**src/rtl/ahb_pkg.sv**
```systemverilog
// ahb_pkg: shared AHB-Lite encodings for the FPGA-side bus segment.
//   HTRANS / HBURST / HSIZE codes, the burst-master state encoding and a
//   helper mapping a beats-minus-one length onto the matching HBURST code.
package ahb_pkg;

  localparam int unsigned ADDR_W = 32;
  localparam int unsigned DATA_W = 32;

  localparam logic [1:0] HTRANS_IDLE   = 2'b00;
  localparam logic [1:0] HTRANS_BUSY   = 2'b01;
  localparam logic [1:0] HTRANS_NONSEQ = 2'b10;
  localparam logic [1:0] HTRANS_SEQ    = 2'b11;

  localparam logic [2:0] HBURST_SINGLE = 3'b000;
  localparam logic [2:0] HBURST_INCR   = 3'b001;
  localparam logic [2:0] HBURST_INCR4  = 3'b011;
  localparam logic [2:0] HBURST_INCR8  = 3'b101;
  localparam logic [2:0] HBURST_INCR16 = 3'b111;

  localparam logic [2:0] HSIZE_WORD    = 3'b010;

  typedef enum logic [1:0] {
    ST_IDLE  = 2'd0,
    ST_BURST = 2'd1,
    ST_LAST  = 2'd2,
    ST_ERR   = 2'd3
  } state_t;

  // Fixed-length burst codes where they exist, undefined-length INCR otherwise.
  function automatic logic [2:0] burst_code(input int unsigned len_m1);
    case (len_m1)
      0:       return HBURST_SINGLE;
      3:       return HBURST_INCR4;
      7:       return HBURST_INCR8;
      15:      return HBURST_INCR16;
      default: return HBURST_INCR;
    endcase
  endfunction

endpackage

```
**src/rtl/ahb_burst_master.sv**
```systemverilog
// ahb_burst_master: AHB-Lite initiator turning one command into a SINGLE or
// incrementing word burst. Sole master on its segment (no arbitration).
// Ports:
//   AHB_HCLK, AHB_HRESET          clock, synchronous active-high reset
//   cmd_valid/ready/write/addr/len command handshake (len = beats - 1)
//   wr_data, wr_pop               first-word-fall-through write source
//   rd_data, rd_valid             registered read data, one pulse per beat
//   done, err                     end-of-command pulse, error flag with done
//   AHB_H*                        AHB-Lite master signals
module ahb_burst_master
  import ahb_pkg::*;
#(
  parameter int unsigned  MAX_BEATS = 16,
  parameter logic [3:0]   HPROT_VAL = 4'b0011,
  localparam int unsigned LEN_W     = $clog2(MAX_BEATS)
) (
  input  logic              AHB_HCLK,
  input  logic              AHB_HRESET,
  input  logic              cmd_valid,
  output logic              cmd_ready,
  input  logic              cmd_write,
  input  logic [ADDR_W-1:0] cmd_addr,
  input  logic [LEN_W-1:0]  cmd_len,
  input  logic [DATA_W-1:0] wr_data,
  output logic              wr_pop,
  output logic [DATA_W-1:0] rd_data,
  output logic              rd_valid,
  output logic              done,
  output logic              err,
  output logic [ADDR_W-1:0] AHB_HADDR,
  output logic [1:0]        AHB_HTRANS,
  output logic [2:0]        AHB_HBURST,
  output logic [2:0]        AHB_HSIZE,
  output logic [3:0]        AHB_HPROT,
  output logic              AHB_HWRITE,
  output logic              AHB_HMASTLOCK,
  output logic [DATA_W-1:0] AHB_HWDATA,
  input  logic [DATA_W-1:0] AHB_HRDATA,
  input  logic              AHB_HREADY,
  input  logic              AHB_HRESP
);

  state_t              r_state,    w_state_nxt;
  logic [ADDR_W-1:0]   r_haddr,    w_haddr_nxt;
  logic [1:0]          r_htrans,   w_htrans_nxt;
  logic [2:0]          r_hburst,   w_hburst_nxt;
  logic                r_hwrite,   w_hwrite_nxt;
  logic [DATA_W-1:0]   r_hwdata,   w_hwdata_nxt;
  logic [DATA_W-1:0]   r_rd_data,  w_rd_data_nxt;
  logic                r_rd_valid, w_rd_valid_nxt;
  logic                r_done,     w_done_nxt;
  logic                r_err,      w_err_nxt;
  logic [LEN_W-1:0]    r_len,      w_len_nxt;
  logic [LEN_W-1:0]    r_acnt,     w_acnt_nxt;   // beat in address phase
  logic [LEN_W-1:0]    r_dcnt,     w_dcnt_nxt;   // beat in data phase
  logic                r_dvalid,   w_dvalid_nxt; // a data phase is outstanding
  logic                w_addr_acc;

  // Address phase accepted this cycle; HTRANS is only active in BURST.
  assign w_addr_acc = r_htrans[1] & AHB_HREADY;
  // Pop in the same cycle the FWFT head is captured into HWDATA.
  assign wr_pop     = r_hwrite & w_addr_acc;
  assign cmd_ready  = (r_state == ST_IDLE);

  // Next-state and next-register values.
  always_comb begin
    w_state_nxt    = r_state;
    w_haddr_nxt    = r_haddr;
    w_htrans_nxt   = r_htrans;
    w_hburst_nxt   = r_hburst;
    w_hwrite_nxt   = r_hwrite;
    w_hwdata_nxt   = r_hwdata;
    w_rd_data_nxt  = r_rd_data;
    w_rd_valid_nxt = 1'b0;
    w_done_nxt     = 1'b0;
    w_err_nxt      = 1'b0;
    w_len_nxt      = r_len;
    w_acnt_nxt     = r_acnt;
    w_dcnt_nxt     = r_dcnt;
    w_dvalid_nxt   = r_dvalid;

    unique case (r_state)
      ST_IDLE: begin
        if (cmd_valid) begin
          w_state_nxt  = ST_BURST;
          w_haddr_nxt  = cmd_addr & ~ADDR_W'(3);
          w_htrans_nxt = HTRANS_NONSEQ;
          w_hburst_nxt = burst_code(32'(cmd_len));
          w_hwrite_nxt = cmd_write;
          w_len_nxt    = cmd_len;
          w_acnt_nxt   = '0;
          w_dcnt_nxt   = '0;
          w_dvalid_nxt = 1'b0;
        end
      end

      ST_BURST, ST_LAST: begin
        if (r_dvalid && !AHB_HREADY && AHB_HRESP) begin
          // First ERROR cycle: cancel the remaining beats.
          w_htrans_nxt = HTRANS_IDLE;
          w_state_nxt  = ST_ERR;
        end else if (AHB_HREADY) begin
          if (r_dvalid && !r_hwrite && !AHB_HRESP) begin
            w_rd_data_nxt  = AHB_HRDATA;
            w_rd_valid_nxt = 1'b1;
          end
          if (w_addr_acc) begin
            w_dvalid_nxt = 1'b1;
            w_dcnt_nxt   = r_acnt;
            if (r_hwrite) begin
              w_hwdata_nxt = wr_data;
            end
            if (r_acnt == r_len) begin
              w_htrans_nxt = HTRANS_IDLE;
              w_state_nxt  = ST_LAST;
            end else begin
              w_haddr_nxt  = r_haddr + ADDR_W'(4);
              w_htrans_nxt = HTRANS_SEQ;
              w_acnt_nxt   = LEN_W'(r_acnt + 1'b1);
            end
          end else begin
            w_dvalid_nxt = 1'b0;
            if (r_dvalid && (r_dcnt == r_len)) begin
              w_state_nxt = ST_IDLE;
              w_done_nxt  = 1'b1;
            end
          end
        end
      end

      ST_ERR: begin
        // Second ERROR cycle completes the errored beat.
        if (AHB_HREADY) begin
          w_state_nxt  = ST_IDLE;
          w_dvalid_nxt = 1'b0;
          w_done_nxt   = 1'b1;
          w_err_nxt    = 1'b1;
        end
      end
    endcase
  end

  // State and output registers.
  always_ff @(posedge AHB_HCLK) begin
    if (AHB_HRESET) begin
      r_state    <= ST_IDLE;
      r_haddr    <= '0;
      r_htrans   <= HTRANS_IDLE;
      r_hburst   <= HBURST_SINGLE;
      r_hwrite   <= 1'b0;
      r_hwdata   <= '0;
      r_rd_data  <= '0;
      r_rd_valid <= 1'b0;
      r_done     <= 1'b0;
      r_err      <= 1'b0;
      r_len      <= '0;
      r_acnt     <= '0;
      r_dcnt     <= '0;
      r_dvalid   <= 1'b0;
    end else begin
      r_state    <= w_state_nxt;
      r_haddr    <= w_haddr_nxt;
      r_htrans   <= w_htrans_nxt;
      r_hburst   <= w_hburst_nxt;
      r_hwrite   <= w_hwrite_nxt;
      r_hwdata   <= w_hwdata_nxt;
      r_rd_data  <= w_rd_data_nxt;
      r_rd_valid <= w_rd_valid_nxt;
      r_done     <= w_done_nxt;
      r_err      <= w_err_nxt;
      r_len      <= w_len_nxt;
      r_acnt     <= w_acnt_nxt;
      r_dcnt     <= w_dcnt_nxt;
      r_dvalid   <= w_dvalid_nxt;
    end
  end

  assign AHB_HADDR     = r_haddr;
  assign AHB_HTRANS    = r_htrans;
  assign AHB_HBURST    = r_hburst;
  assign AHB_HSIZE     = HSIZE_WORD;
  assign AHB_HPROT     = HPROT_VAL;
  assign AHB_HWRITE    = r_hwrite;
  assign AHB_HMASTLOCK = 1'b0;
  assign AHB_HWDATA    = r_hwdata;
  assign rd_data       = r_rd_data;
  assign rd_valid      = r_rd_valid;
  assign done          = r_done;
  assign err           = r_err;

endmodule
```
**config.mk**
```make
export PLATFORM = sky130hd
export DESIGN_NAME = ahb_burst_master
export DESIGN_NICKNAME = d
export VERILOG_FILES = /design/src/rtl/ahb_pkg.sv /design/src/rtl/ahb_burst_master.sv
export SDC_FILE = /design/constraint.sdc
export NUM_CORES = 1
export LEC_CHECK = 0
export CAP_MARGIN = 20
export CORE_MARGIN = 3
export CORE_UTILIZATION = 39
export DETAILED_ROUTE_END_ITERATION = 10
export PLACE_DENSITY = 0.73
export SYNTH_ARGS = -nofsm -noshare
export SYNTH_HDL_FRONTEND = slang
export SYNTH_SLANG_ARGS = --single-unit
export TNS_END_PERCENT = 10
```
**constraint.sdc**
```tcl
create_clock -name AHB_HCLK -period 2.44 [get_ports AHB_HCLK]
set_clock_uncertainty 0.2 [all_clocks]
set_input_delay 0.732 -clock AHB_HCLK [delete_from_list [all_inputs] [get_ports AHB_HCLK]]
set_output_delay 0.732 -clock AHB_HCLK [all_outputs]
set_load 0.02 [all_outputs]
```
### After elaboration in Yosys (flattened, before gate mapping)

Cells that the tools add are included.

| cells by class | value |
|---|---|
| bitwise operators | 6 |
| multiplexer cells | 44 |
| add/subtract/negate cells | 2 |
| reductions and logical operators | 22 |
| eq/ne operators | 18 |

Operators with widths:

| operator | number |
|---|---|
| 2-to-1 mux 32 bit | 5 |
| one-hot mux 32 bit (2 select lines) | 1 |
| adder 32 x 3 -> 32 bit, second input constant | 1 |
| 2-to-1 mux 4 bit | 8 |
| 2-to-1 mux 2 bit | 12 |
| one-hot mux 4 bit (2 select lines) | 2 |
| AND reduction 5 bit | 3 |
| inequality test 2 bit, second input constant | 6 |
| one-hot mux 3 bit (4 select lines) | 1 |
| AND reduction 4 bit | 3 |
| 2-to-1 mux 1 bit | 11 |
| equality test 4 bit | 2 |
| inequality test 4 bit, second input constant | 2 |
| inequality test 3 bit, second input constant | 2 |
| one-hot mux 2 bit (3 select lines) | 1 |
| AND reduction 6 bit | 1 |
| logical AND 1 bit | 5 |
| adder 4 x 1 -> 4 bit, second input constant | 1 |
| equality test 2 bit, second input constant | 2 |
| equality test 4 x 2 -> 1 bit, second input constant | 1 |
| equality test 4 x 3 -> 1 bit, second input constant | 1 |
| equality test 4 bit, second input constant | 1 |
| zero test 4 bit | 1 |
| NOT 1 bit | 4 |
| 11 further kinds | 15 |

| storage, ports and cells | value |
|---|---|
| output and inout bits | 115 |
| logic and storage cells | 106 |
| input bits | 106 |
| bits in registers | 120 |

### Logic depth before layout (Yosys ltp)

Gate-level depths: netlist of run 1.

| depth | value |
|---|---|
| depth after elaboration | 7 |
| depth in mapped cells | 9 |
| mapped depth without buffers | 7 |

### Least setup slack after synthesis of run 1

No wires, ideal clock.

| path | value |
|---|---|
| kind | input -> register |
| start point | input AHB_HREADY |
| end point | register r_haddr[22] (netlist: AHB_HADDR[22]) |
| setup time | 0.086 ns |
| path buffers | 3 |
| path slack | 0.039 ns |
| data required time | 2.154 ns |
| cell stages on the path | 8 |
| arrival time | 2.115 ns |
| cell sequence | clkbuf_1 nand2_1 a21oi_1 a31o_2 buf_2 buf_6 a21oi_1 a211oi_1 |

| between the ends | value |
|---|---|
| longest elaborated chain between the ends | 5 |
| elaborated cells on any way between the ends | 8 |
| classes of those cells | 3 x eq/ne; 1 x bitwise; 4 x reduce/logical |

RTL lines:

| what | line | RTL |
|---|---|---|
| from (decl) | ahb_burst_master.sv:39 | `input logic AHB_HREADY,` |
| zero test 1 bit | ahb_burst_master.sv:98 | `if (r_dvalid && !AHB_HREADY && AHB_HRESP) begin` |
| logical AND 1 bit (2 in a row) | ahb_burst_master.sv:98 |  |
| inequality test 2 bit (no source line) | - |  |
| AND reduction 6 bit (no source line) (*) | - |  |
| to (signal assigned) | ahb_burst_master.sv:162 | `r_haddr <= w_haddr_nxt;` |
| to (decl) | ahb_burst_master.sv:44 | `logic [ADDR_W-1:0] r_haddr, w_haddr_nxt;` |

Every way passes the cells marked *; elsewhere a longest branch is shown, timed or not.
A chain may end at the register's enable or synchronous reset.

### Worst setup path in the final report of run 1

| path | value |
|---|---|
| start point | register r_haddr[23] (netlist: AHB_HADDR[23]) |
| end point | output AHB_HADDR[23] |

RTL lines:

| what | line | RTL |
|---|---|---|
| to (decl) | ahb_burst_master.sv:30 | `output logic [ADDR_W-1:0] AHB_HADDR,` |

No word-level cell between the ends.

==> flow_metrics.py, run 1 <==
metrics = {
    "sta": {
        "maxSlewHeadroom_pct": 63.97,
        "holdWs_ns": 0.2501,
        "final-max-slew-violation-count": 0,
        "min_period_over_period_pct": 98.54,
        "layout_min_cycle_time_ns": 2.404,
        "worstMarginPinSlew_ns": 0.5356,
        "setup_viol": 0,
        "setup-tns-final_ns": 0,
        "hold_viol_final": 0,
        "grt_setup_unrepaired": "no",
        "max_freq_mhz": 415.9,
    },
    "place": {
        "gp_congestion": 0.8408,
        "dp_hpwl_mm": 11.52,
        "io_buffers": 208,
        "placedCellCount": 1064,
        "dpl-instance-area_mm2": 0.007838,
    },
    "clock_network": {
        "clk_latency_ns": 0.41,
        "path_clk_slew_ns": 0.05,
        "cts_buffers": 17,
        "cts_setup_buffers": 0,
        "postCtsHoldBufs": 0,
        "ctsHtreeMaxLevel": 4,
        "clock_path_buffers": 2,
        "cts_tree": "built",
        "cts-root-buf": "clkbuf_16",
        "clkSinkCount": 118,
    },
    "worst_setup_path": {
        "worst_setup_path_start_kind": "register",
        "crit_family": "buffers and inverters",
        "worst-setup-path-type": "reg2out",
        "r2r-end": "AHB_HADDR[13]$_SDFFE_PP0P_",
        "rr_worst_depth": 6,
        "required_ns": 1.51,
        "cp_max_fo": 5,
        "ff2ff_setup_slack_ns": 0.17,
        "endpoint_kind": "primary output",
        "slowest_delay_ns": 0.64,
        "slowest_stage": "clkdlybuf4s50_1",
        "r2r_start": "r_len[2]$_SDFFE_PP0P_",
        "crit_buf_inv": 1,
        "path_cells": "clkdlybuf4s50_1",
        "worstPathArrival_ns": 1.47,
    },
    "run_status": {
        "status": "finished, final reports clean",
    },
    "logic_synthesis": {
        "synth_edf_count": 0,
        "seq_area_frac_synth_pct": 43.88,
        "syn_area_per_cell_um2": 7.860,
        "synth_flop_cell": "dfxtp_1",
        "ys_ff_latch": 118,
        "syn_area_mm2": 0.005384,
        "synth_cell_types": 61,
        "synth_cells": 685,
        "ys_warn_count": 0,
        "async_flop_share_pct": 0,
    },
    "power": {
        "p_total_mw": 6.124,
        "intPower_mw": 4.378,
        "seqPwrFrac_pct": 35.4,
        "p_leak_nw": 3.168,
        "switching_share_pct": 28.51,
        "combPwrFrac_pct": 23.0,
        "p_per_area_mw_per_mm2": 722.8,
        "switching_power_mw": 1.746,
        "vdd_ir_drop_max_mv": 0.5350,
        "clockPowerShare_pct": 41.6,
    },
    "die": {
        "core-area_mm2": 0.01335,
        "die_area_mm2": 0.01525,
        "fp-row-count": 42,
        "dieHeight_um": 123.5,
        "io_pins": 221,
        "initial_core_util_pct": 40.34,
        "die_w_um": 123.5,
    },
    "routing": {
        "viasPerCell": 5.203,
        "routedWlPerCell_um": 14.83,
        "first_pass_iters": 5,
        "wl_mm": 16.25,
        "drcViolationCount": 0,
        "dr.first_iter.drc_count": 516,
        "vias": 5702,
        "ant_nets": 0,
    },
    "cells_and_area": {
        "nFillCells": 1165,
        "final_area_mm2": 0.008473,
        "diodes": 0,
        "fin_nets": 1018,
        "stdcell_count": 1096,
        "area_growth_pct": 57.38,
        "final_layout_size_suffix_gt1_share_pct": 10.22,
    },
    "global_routing": {
        "grt_pass1_wl_mm": 25.79,
        "antenna_found_initial": 0,
        "grt.total_usage_pct": 21.19,
        "grt_pass1_vias": 5300,
        "grt_max_degree": 53,
        "grt_overflow": 0,
    },
    "hold_path": {
        "hold_start": "AHB_HWDATA[9]$_SDFFE_PP0P_",
        "hp-class": "reg2reg",
        "hold_depth": 2,
        "hold_end": "AHB_HWDATA[9]$_SDFFE_PP0P_",
    },
    "run": {
        "drv_cap": 0,
    },
}
## power groups by stage
stage / sequential [mW] / combinational, mW / clock [mW]
5_1_grt: 2.18 / 1.52 / 2.69
6_report: 2.17 / 1.41 / 2.55
3_3_place_gp: 2.21 / 1.41 / 0
3_5_place_dp: 2.21 / 1.42 / 0
4_1_cts: 2.17 / 1.42 / 2.60
2_1_floorplan: 2.32 / 0.652 / 0
## Yosys cell counts (all sizes together) (4+ instances only)
library cell	count	share of area, %
a211oi	7	0.98
a21oi	107	9.9
a22oi	8	1.1
a31oi	7	1.1
and2	4	0.46
and3	6	0.74
and4	7	1.1
buf	24	3.3
clkbuf	34	2.4
dfxtp	118	44
ha	5	1.2
inv	12	0.84
nand2	183	13
nand3	14	1.4
nand4	7	0.81
nor2	20	1.4
nor2b	5	0.58
nor3	14	1.3
nor4	4	0.46
o21a	5	0.70
o21ai	18	1.7
o22ai	4	0.46
o31a	4	0.65
o32ai	13	2.3
xor2	8	1.3
## metal layers
layer,track usage [%],wire length [um],share of wire (%),up-vias
met4,7.266,266,1.6,0
li1,-,-,-,2826
met1,26.29,6903,42,2617
met3,8.417,1710,11,27
met5,0,0,0,-
met2,33.50,7369,45,232
## timing repair
action                                  in CTS  in global routing
gates resized for setup                     13                 11
endpoints found under the hold margin        0                  0
endpoints found under the setup margin       6                 11
## worst max path at each step
stage	endpoint	slack, ns	cells after the start	start
after floorplan	AHB_HADDR[22]$_SDFFE_PP0P_	0.04	8	AHB_HREADY
after global placement	wr_pop	-0.47	3	AHB_HREADY
after detailed placement	wr_pop	-0.52	3	AHB_HREADY
after CTS	AHB_HWRITE	0.006	2	AHB_HWRITE$_SDFFE_PP0P_
after global routing	AHB_HADDR[14]	0.002	1	AHB_HADDR[14]$_SDFFE_PP0P_
final	AHB_HADDR[23]	0.04	1	AHB_HADDR[23]$_SDFFE_PP0P_
## state kept, by name (all words and copies together) (netlist names)
register and cells:
r_state 2, AHB_HWDATA 32, rd_valid 1, AHB_HWRITE 1, r_len 4, AHB_HBURST 3, AHB_HTRANS 2, AHB_HADDR 30
rd_data 32, r_dcnt 4, err 1, done 1, r_acnt 4, r_dvalid 1
## cell families after synthesis
logic type | share of synthesized area, %
simple gates | 23.10
other cells | 0.1395
compound gates | 22.50
flops | 43.88
buf+inv | 6.995
xor+xnor | 1.464
mux | 0.7669
fa+ha+maj | 1.162
## through the flow
stage | setup slack, ns | utilization, %
final | 0.03558 | 63.48
after global routing | 0.001922 | 63.48
after global placement | -0.4740 | 58.72
after CTS | 0.006294 | 63.28
after detailed placement | -0.5178 | 58.72
after floorplan | 0.03915 | -
## cell type report
type / instances / area [um^2] / area share (%)
tap: 176 / 220.2 / 2.599
sequential: 118 / 2362 / 27.88
inverter: 12 / 45.04 / 0.5316
multi-input combinational: 503 / 2683 / 31.66
clock buffer: 21 / 460.4 / 5.434
clock inverter: 11 / 150.1 / 1.772
timing repair buffer: 255 / 2552 / 30.12
## cells in the final DEF (no fill, tap or decap), drive strengths merged, types with 5 or more instances in the layout
cell,instances
a211oi,7
a21oi,107
a22oi,8
a31oi,7
and3,6
and4,7
buf,49
clkbuf,21
clkdlybuf4s50,190
clkinvlp,5
conb,10
dfxtp,118
dlygate4sd2,5
dlymetal6s2s,10
ha,5
inv,12
nand2,183
nand3,14
nand4,7
nor2,20
nor2b,5
nor3,14
o21a,5
o21ai,18
o32ai,13
xor2,8
(Power assumes the default switching activity.)
==> run 2: changes to the inputs <==
--- a/config.mk
+++ b/config.mk
@@ -5,7 +5,7 @@
 export SDC_FILE = /design/constraint.sdc
 export NUM_CORES = 1
 export LEC_CHECK = 0
-export CAP_MARGIN = 20
+export CAP_MARGIN = 25
 export CORE_MARGIN = 3
 export CORE_UTILIZATION = 39
 export DETAILED_ROUTE_END_ITERATION = 10
==> results of run 2 <==
Same layout as run 1: the final DEF is identical, and so are final timing and power.
